**src/rtl/prf_mp.sv**
```systemverilog
// Physical register file with NUM_WB writeback ports, per-register ready bits,
// and a round-robin arbitrated, registered read broadcast slot with valid/ready.
module prf_mp #(
  parameter int unsigned DATA_W   = 8,
  parameter int unsigned PRF_SIZE = 16,
  parameter int unsigned NUM_RD   = 2,
  parameter int unsigned NUM_WB   = 2,
  parameter int unsigned BYPASS   = 1,
  localparam int unsigned ID_W    = $clog2(PRF_SIZE)
) (
  input  logic                     clk,
  input  logic                     rst,
  input  logic [NUM_WB-1:0]        wb_valid,
  input  logic [NUM_WB*ID_W-1:0]   wb_id,
  input  logic [NUM_WB*DATA_W-1:0] wb_val,
  input  logic [NUM_WB-1:0]        wb_mark_rdy,
  input  logic [NUM_RD-1:0]        rd_req,
  input  logic [NUM_RD*ID_W-1:0]   rd_id,
  output logic [NUM_RD-1:0]        rd_grant,
  input  logic                     retire_ena,
  input  logic [ID_W-1:0]          retire_id,
  output logic [PRF_SIZE-1:0]      ready_regs,
  output logic                     cdb_valid,
  output logic [ID_W-1:0]          cdb_id,
  output logic [DATA_W-1:0]        cdb_val,
  input  logic                     cdb_ready
);

  localparam int unsigned RR_W = (NUM_RD > 1) ? $clog2(NUM_RD) : 1;

  logic [DATA_W-1:0]   rf_q [PRF_SIZE];
  logic [DATA_W-1:0]   rf_d [PRF_SIZE];
  logic [PRF_SIZE-1:0] rdy_q, rdy_d;
  logic                cdb_valid_q, cdb_valid_d;
  logic [ID_W-1:0]     cdb_id_q, cdb_id_d;
  logic [DATA_W-1:0]   cdb_val_q, cdb_val_d;
  logic [RR_W-1:0]     rr_q, rr_d;

  logic                slot_free;
  logic                gnt_any;
  logic [RR_W-1:0]     gnt_idx;
  logic [RR_W-1:0]     cand;
  logic [NUM_RD-1:0]   grant;
  logic [ID_W-1:0]     sel_id;
  logic [DATA_W-1:0]   sel_val;
  logic [ID_W-1:0]     wid;
  logic [PRF_SIZE-1:0] wr_hit, wr_mark;

  // Round-robin search starting at rr_q; no grant while the slot is occupied or in reset.
  always_comb begin
    grant     = '0;
    gnt_any   = 1'b0;
    gnt_idx   = '0;
    cand      = '0;
    slot_free = !cdb_valid_q || cdb_ready;
    if (slot_free && !rst) begin
      for (int unsigned i = 0; i < NUM_RD; i++) begin
        cand = RR_W'((32'(rr_q) + i) % NUM_RD);
        if (!gnt_any && rd_req[cand]) begin
          gnt_any = 1'b1;
          gnt_idx = cand;
        end
      end
    end
    if (gnt_any) grant[gnt_idx] = 1'b1;
  end

  always_comb begin
    sel_id  = rd_id[32'(gnt_idx)*ID_W +: ID_W];
    sel_val = rf_q[sel_id];
    if (BYPASS != 0) begin
      for (int unsigned k = 0; k < NUM_WB; k++) begin
        if (wb_valid[k] && (wb_id[k*ID_W +: ID_W] == sel_id) && (sel_id != '0))
          sel_val = wb_val[k*DATA_W +: DATA_W];
      end
    end
  end

  // Ascending port order lets the highest index win both data and mark on id conflicts.
  always_comb begin
    rf_d    = rf_q;
    wr_hit  = '0;
    wr_mark = '0;
    wid     = '0;
    for (int unsigned k = 0; k < NUM_WB; k++) begin
      wid = wb_id[k*ID_W +: ID_W];
      if (wb_valid[k] && (wid != '0)) begin
        rf_d[wid]    = wb_val[k*DATA_W +: DATA_W];
        wr_hit[wid]  = 1'b1;
        wr_mark[wid] = wb_mark_rdy[k];
      end
    end
    rdy_d = rdy_q;
    if (retire_ena) rdy_d[retire_id] = 1'b0;
    rdy_d    = rdy_d | (wr_hit & wr_mark);
    rdy_d[0] = 1'b1;
  end

  always_comb begin
    cdb_valid_d = cdb_valid_q;
    cdb_id_d    = cdb_id_q;
    cdb_val_d   = cdb_val_q;
    rr_d        = rr_q;
    if (gnt_any) begin
      cdb_valid_d = 1'b1;
      cdb_id_d    = sel_id;
      cdb_val_d   = sel_val;
      rr_d        = RR_W'((32'(gnt_idx) + 1) % NUM_RD);
    end else if (cdb_ready) begin
      cdb_valid_d = 1'b0;
    end
  end

  always_ff @(posedge clk) begin
    if (rst) begin
      for (int unsigned i = 0; i < PRF_SIZE; i++) rf_q[i] <= '0;
      rdy_q       <= PRF_SIZE'(1);
      cdb_valid_q <= 1'b0;
      cdb_id_q    <= '0;
      cdb_val_q   <= '0;
      rr_q        <= '0;
    end else begin
      rf_q        <= rf_d;
      rdy_q       <= rdy_d;
      cdb_valid_q <= cdb_valid_d;
      cdb_id_q    <= cdb_id_d;
      cdb_val_q   <= cdb_val_d;
      rr_q        <= rr_d;
    end
  end

  assign rd_grant   = grant;
  assign ready_regs = rdy_q;
  assign cdb_valid  = cdb_valid_q;
  assign cdb_id     = cdb_id_q;
  assign cdb_val    = cdb_val_q;

endmodule
```
**config.mk**
```make
export PLATFORM = sky130hd
export DESIGN_NAME = prf_mp
export DESIGN_NICKNAME = d
export VERILOG_FILES = /design/src/rtl/prf_mp.sv
export SDC_FILE = /design/constraint.sdc
export NUM_CORES = 1
export LEC_CHECK = 0
export CORE_UTILIZATION = 40
export DETAILED_ROUTE_END_ITERATION = 6
export RECOVER_POWER = 100
export REMOVE_ABC_BUFFERS = 1
export SYNTH_ARGS = -nofsm -noshare
export SYNTH_HDL_FRONTEND = slang
export SYNTH_SLANG_ARGS = --single-unit
```
**constraint.sdc**
```tcl
create_clock -name clk -period 2.2 [get_ports clk]
set_input_delay 0.44 -clock clk [delete_from_list [all_inputs] [get_ports clk]]
set_output_delay 0.44 -clock clk [all_outputs]
set_load 0.01 [all_outputs]
```
## Word level (Yosys, flattened, before mapping)

Index checks and enable logic that the tools add are counted.

- Logic and storage cells: 114
- Output and inout port bits: 31
- Register bits: 158
- Bits of input ports: 46

- Shifts and indexed selects: 1
- Bitwise gates (word level): 9
- Muxes and demuxes: 41
- $lt $le $gt $ge: 15
- Equality and inequality tests: 2
- $add $sub $neg: 2
- Reduce and logical (&&, ||, !) cells: 22

Operators with widths:

| kind | number |
|---|---|
| bitwise mux 128 bit | 2 |
| 2-to-1 mux 128 bit | 2 |
| 2-to-1 mux 16 bit | 5 |
| demux 8 bit (select 4 bit) | 2 |
| AND 16 bit | 3 |
| 2-to-1 mux 8 bit | 6 |
| binary-select mux 8 bit (select 4 bit) | 1 |
| bitwise OR 16 bit | 2 |
| 2-to-1 mux 1 bit | 17 |
| bitwise mux 16 bit | 1 |
| inverter 16 bit | 1 |
| greater-or-equal comparator 5 bit, second input constant | 3 |
| < comparator 4 x 5 -> 1 bit, second input constant | 3 |
| inverter 4 -> 5 bit | 3 |
| logical AND 1 bit | 14 |
| demux 1 bit (select 4 bit) | 3 |
| greater-or-equal comparator 4 x 1 -> 1 bit, second input constant | 3 |
| nonzero test 4 bit | 3 |
| < comparator 5 x 1 -> 1 bit, second input constant | 2 |
| == test 4 bit | 2 |
| indexed part select 8 x 4 -> 4 bit | 1 |
| < comparator 1 x 2 -> 1 bit, second input constant | 3 |
| zero test 1 bit | 3 |
| adder 1 bit, second input constant | 2 |
| other kinds (5) | 5 |

## Logic depth before layout (Yosys ltp)

- Word-level depth: 15
- Depth in mapped cells: 11
- Gate-level depth less buffers: 8

## Worst setup path before layout

No wires, ideal clock.

- Path type: input to register
- Start point: input port rst
- End point: register cdb_val_q[5], in the netlist cdb_val[5]
- Arrival time: 2.269 ns
- Setup time: 0.136 ns
- Slack: -0.204 ns
- Data required time: 2.064 ns
- Path buffers: 4
- Stages on the path: 11
- Cell sequence: buf_4 nand4b_4 inv_4 mux2i_1 buf_6 buf_6 buf_6 mux2i_1 o22ai_1 nor4_2 o221ai_1

- Longest elaborated chain between the ends: 10
- Elaborated cells between the ends (all ways): 18
- Those cells by class: eq/ne (2); shift (1); mux (7); bitwise (1); reduce/logical (7)

RTL lines:

| item | line | source |
|---|---|---|
| start: declaration | 12 | `input logic rst,` |
| zero test 1 bit | 56 | `if (slot_free && !rst) begin` |
| logical AND 1 bit | 56 |  |
| 2-to-1 mux 1 bit | 56 |  |
| indexed part select 8 x 4 -> 4 bit | 69 | `sel_id = rd_id[32'(gnt_idx)*ID_W +: ID_W];` |
| inverter 4 -> 5 bit (not written as such) | 70 | `sel_val = rf_q[sel_id];` |
| binary-select mux 8 bit (select 4 bit) | 70 |  |
| 2-to-1 mux 8 bit (not written as such) (2 in series) | 70 |  |
| 2-to-1 mux 8 bit (2 in series) | 73 | `if (wb_valid[k] && (wb_id[k*ID_W +: ID_W] == sel_id) && (sel_id != '0))` |
| end signal: assignment | 127 | `cdb_val_q <= cdb_val_d;` |
| end: declaration | 36 | `logic [DATA_W-1:0] cdb_val_q, cdb_val_d;` |

Several ways; a longest one is shown, not always the timed one. The select of a mux whose other input is x is not followed.
A chain may end at the register's enable or synchronous reset.

## Final worst setup path

- Start point: register rr_q
- End point: register cdb_val_q[4], in the netlist cdb_val[4]

- Longest elaborated chain between the ends: 15
- Elaborated cells between the ends (all ways): 28
- Those cells by class: add/sub (1); eq/ne (2); shift (1); mux (16); bitwise (1); reduce/logical (7)

RTL lines:

| item | line | source |
|---|---|---|
| start: declaration | 37 | `logic [RR_W-1:0] rr_q, rr_d;` |
| start signal: assignment | 128 | `rr_q <= rr_d;` |
| 2-to-1 mux 1 bit (not written as such) (2 in series) | 59 | `if (!gnt_any && rd_req[cand]) begin` |
| 2-to-1 mux 1 bit | 59 |  |
| 2-to-1 mux 1 bit | 56 |  |
| zero test 1 bit | 59 |  |
| logical AND 1 bit | 59 |  |
| 2-to-1 mux 1 bit | 59 |  |
| 2-to-1 mux 1 bit | 56 |  |
| indexed part select 8 x 4 -> 4 bit | 69 |  |
| inverter 4 -> 5 bit (not written as such) | 70 |  |
| binary-select mux 8 bit (select 4 bit) | 70 |  |
| 2-to-1 mux 8 bit (not written as such) (2 in series) | 70 |  |
| 2-to-1 mux 8 bit (2 in series) | 73 |  |

Several ways; a longest one is shown, not always the timed one. The select of a mux whose other input is x is not followed.

==> flow_summary.ini <==
[status]
status = finished with violations
failed_checks = negative setup slack

[finish]
seqCellArea_sq_um = 3140
fillers = 1866
multiInputGateArea_sq_um = 4970
area_growth_pct = 33.7
final_nets = 1200
drive_gt1_share_pct = 18.2

[die]
die_w_um = 147
rows = 52
die_h_um = 147
dieArea_sq_um = 21700
pin_count = 77
coreArea_sq_um = 20500
start_util_pct = 41.3

[setup_path]
critPathKind = reg -> reg
reg2reg_slack_ns = -0.11
endpoint_kind = flop
arrival_ns = 2.61
cp_data_required_time_ns = 2.50
cp-start-kind = flop
crit_fanout = 8

[drt]
post_drt_wl_per_cell_um = 20.5
via_per_inst = 5.78
wirelength_um = 29500
drt_iter0_drc = 664
drc = 0
vias = 8306
dr.pass1.iters = 5
ant_nets = 0

[clock_tree]
root_buffer = clkbuf_16
path_clk_slew_ns = 0.06
cts_made_buffers = 17
clk_latency_ns = 0.43
clockBufferDepth = 2
clock-sinks = 157
htreeDepth = 4
cts_tree = built

[yosys]
synth_top_family_by_area = compound AO/OA/AOI/OAI gates
synthCells = 1016
synth-adder-area-share_pct = 0
ys_async_sr_fraction_pct = 0
synth_mux_area_share_pct = 17.8
synth_seq_area_share_pct = 37.2
synth_edf_count = 0
ys.flop_type = dfxtp_1
synth_compound_area_share_pct = 22.5
synth_cell_type_count = 52
avgSynthCellArea_sq_um = 8.32
yosys_register_bits = 157
netlist_area_sq_um = 8460
synth-xor-area-share_pct = 0.104
synth_simple_gate_area_share_pct = 16.6
synth_warnings = 0

[power]
vdd_drop_max_mv = 0.545
p_leak_nw = 4.14
p_switching_w = 0.00185
p_seq_share_pct = 42.8
clkPwrFrac_pct = 41.4
switching_share_pct = 26.3
total_power_w = 0.00702
p_per_area_nw_per_um2 = 621
combPwrFrac_pct = 15.8
power.internal_w = 0.00517

[timing]
final.setup_skew_ns = 0.00894
rsz0062_at_grt = true
period_minus_slack_ns = 2.31
fin_crit_sh_pct = 105
worst_pin_slew_ns = 0.764
clock.fmax_mhz = 432
hold_slack_ns = 0.473
hold_viol = 0
fin_ws_ns = -0.114
slew_violations = 0
setup_violations = 8
slew_headroom_pct = 49.1

[placement]
pre_cts_ws_ns = -0.746
hpwl_um = 20600
gp_routability_congestion = 0.917
port_buffers = 75

[hold_path]
hold_class = reg -> reg

[grt]
track_usage_pct = 27.5
antenna_found_initial = 1
grt_overflow = 0
grt_first_pass_wirelength_um = 45500
grt_pass1_vias = 7947
grt_max_degree = 153

[run]
drv_cap = 0
-- critical path: stages, from the launching register on --
cell      delay (ns)
dfxtp_2         0.32
nand2b_4        0.13
nand4b_4        0.13
inv_4           0.10
mux2i_4         0.27
buf_12          0.17
buf_12          0.14
buf_12          0.14
mux2i_1         0.19
o22ai_1         0.10
nor4_1          0.32
o221ai_1        0.16
-- placed cells by master (no fill, tap or decap), types with 8 or more instances in the layout --
cell type          n
a211oi_1         120
a21oi_1           57
a31oi_1           11
buf_12            26
buf_4            106
clkbuf_16         17
clkdlybuf4s50_1   69
dfxtp_1          156
inv_1             15
mux2i_1          139
nand2_1           26
nand2b_1           9
nand3_1            8
nand3b_1          13
nor2_1           194
nor2b_1           15
o21ai_0           34
o22ai_1           26
-- area by class of cell --
type | count | share of cell area [%]
Inverter | 16 | 0.553
Timing Repair Buffer | 217 | 19.7
Clock inverter | 9 | 0.996
Multi-Input combinational cell | 745 | 43.9
Sequential cell | 157 | 27.8
Antenna cell | 1 | 0.0221
Tap cell | 270 | 2.99
Clock buffer | 22 | 4.02
-- power groups by stage --
stage | Clock, W | Combinational, W | Sequential, W
floorplan | 0 | 0.000432 | 0.00305
global placement | 0 | 0.000981 | 0.00306
detailed placement | 0 | 0.000990 | 0.00306
CTS | 0.00293 | 0.00108 | 0.00300
global route | 0.00307 | 0.00118 | 0.00301
finish | 0.00291 | 0.00111 | 0.00300
-- through the flow --
stage	utilization, %	TNS [ns]	cells	cell area [sq um]
6_report	55.2	-0.642	1437	11300
5_1_grt	55.2	-1.33	1436	11300
4_1_cts	54.7	-0.404	1430	11200
3_5_place_dp	50.6	-12.48	1388	10400
3_3_place_gp	50.6	-11.67	1388	10400
2_1_floorplan	-	-44.82	918	8040
-- layer usage --
metal / track usage (%) / share of wire, % / wire [um] / up-vias
met5: 0 / 0.044 / 13 / -
met4: 12.5 / 3.6 / 1060 / 2
met3: 5.09 / 6.8 / 2020 / 71
met2: 45.1 / 47 / 13800 / 352
met1: 35.0 / 43 / 12600 / 3898
li1: - / - / - / 3983
-- synthesized netlist by cell type (11+ instances only) --
master    instances  area (sq um)
o21ai_0          34           170
dfxtp_1         157          3140
o22ai_1          31           194
a31oi_1          11          68.8
a211oi_1        120           901
clkbuf_1         76           285
mux2i_1         147          1470
nand3b_1         13          97.6
inv_1            15          56.3
nand2_1          26          97.6
nand2b_1         11          68.8
nor2_1          194           728
a21oi_1          58           290
nor2b_1          15          93.8
-- cells by family after synthesis --
| group | after synthesis |
|---|---|
| xor+xnor | 1 |
| mux | 150 |
| compound gates | 285 |
| buf+inv | 114 |
| flops | 157 |
| simple gates | 308 |
| other cells | 1 |
-- repair_timing --
action / 4_1_cts / 5_1_grt
resized for setup: 30 / 16
endpoints found under the hold margin: 0 / 0
hold buffers: 0 / 0
gates cloned: 4 / 0
pin swaps: 28 / 13
setup buffers: 8 / 6
endpoints found under the setup margin: 10 / 9
-- sequential cells by signal, indices dropped and copies added (netlist names) --
register	count
cdb_valid	1
ready_regs	15
cdb_id	4
rr_q	1
rf_q	128
cdb_val	8
-- final timing paths --
check	from	cells past startpoint	endpoint
setup / recovery	rr_q	11	cdb_val[4]
hold / removal	rf_q[125]	1	rf_q[125]
setup reg to reg	rr_q	11	cdb_val[4]
hold reg to reg	rf_q[125]	1	rf_q[125]
Note: power is estimated with default switching activity, not from simulation.
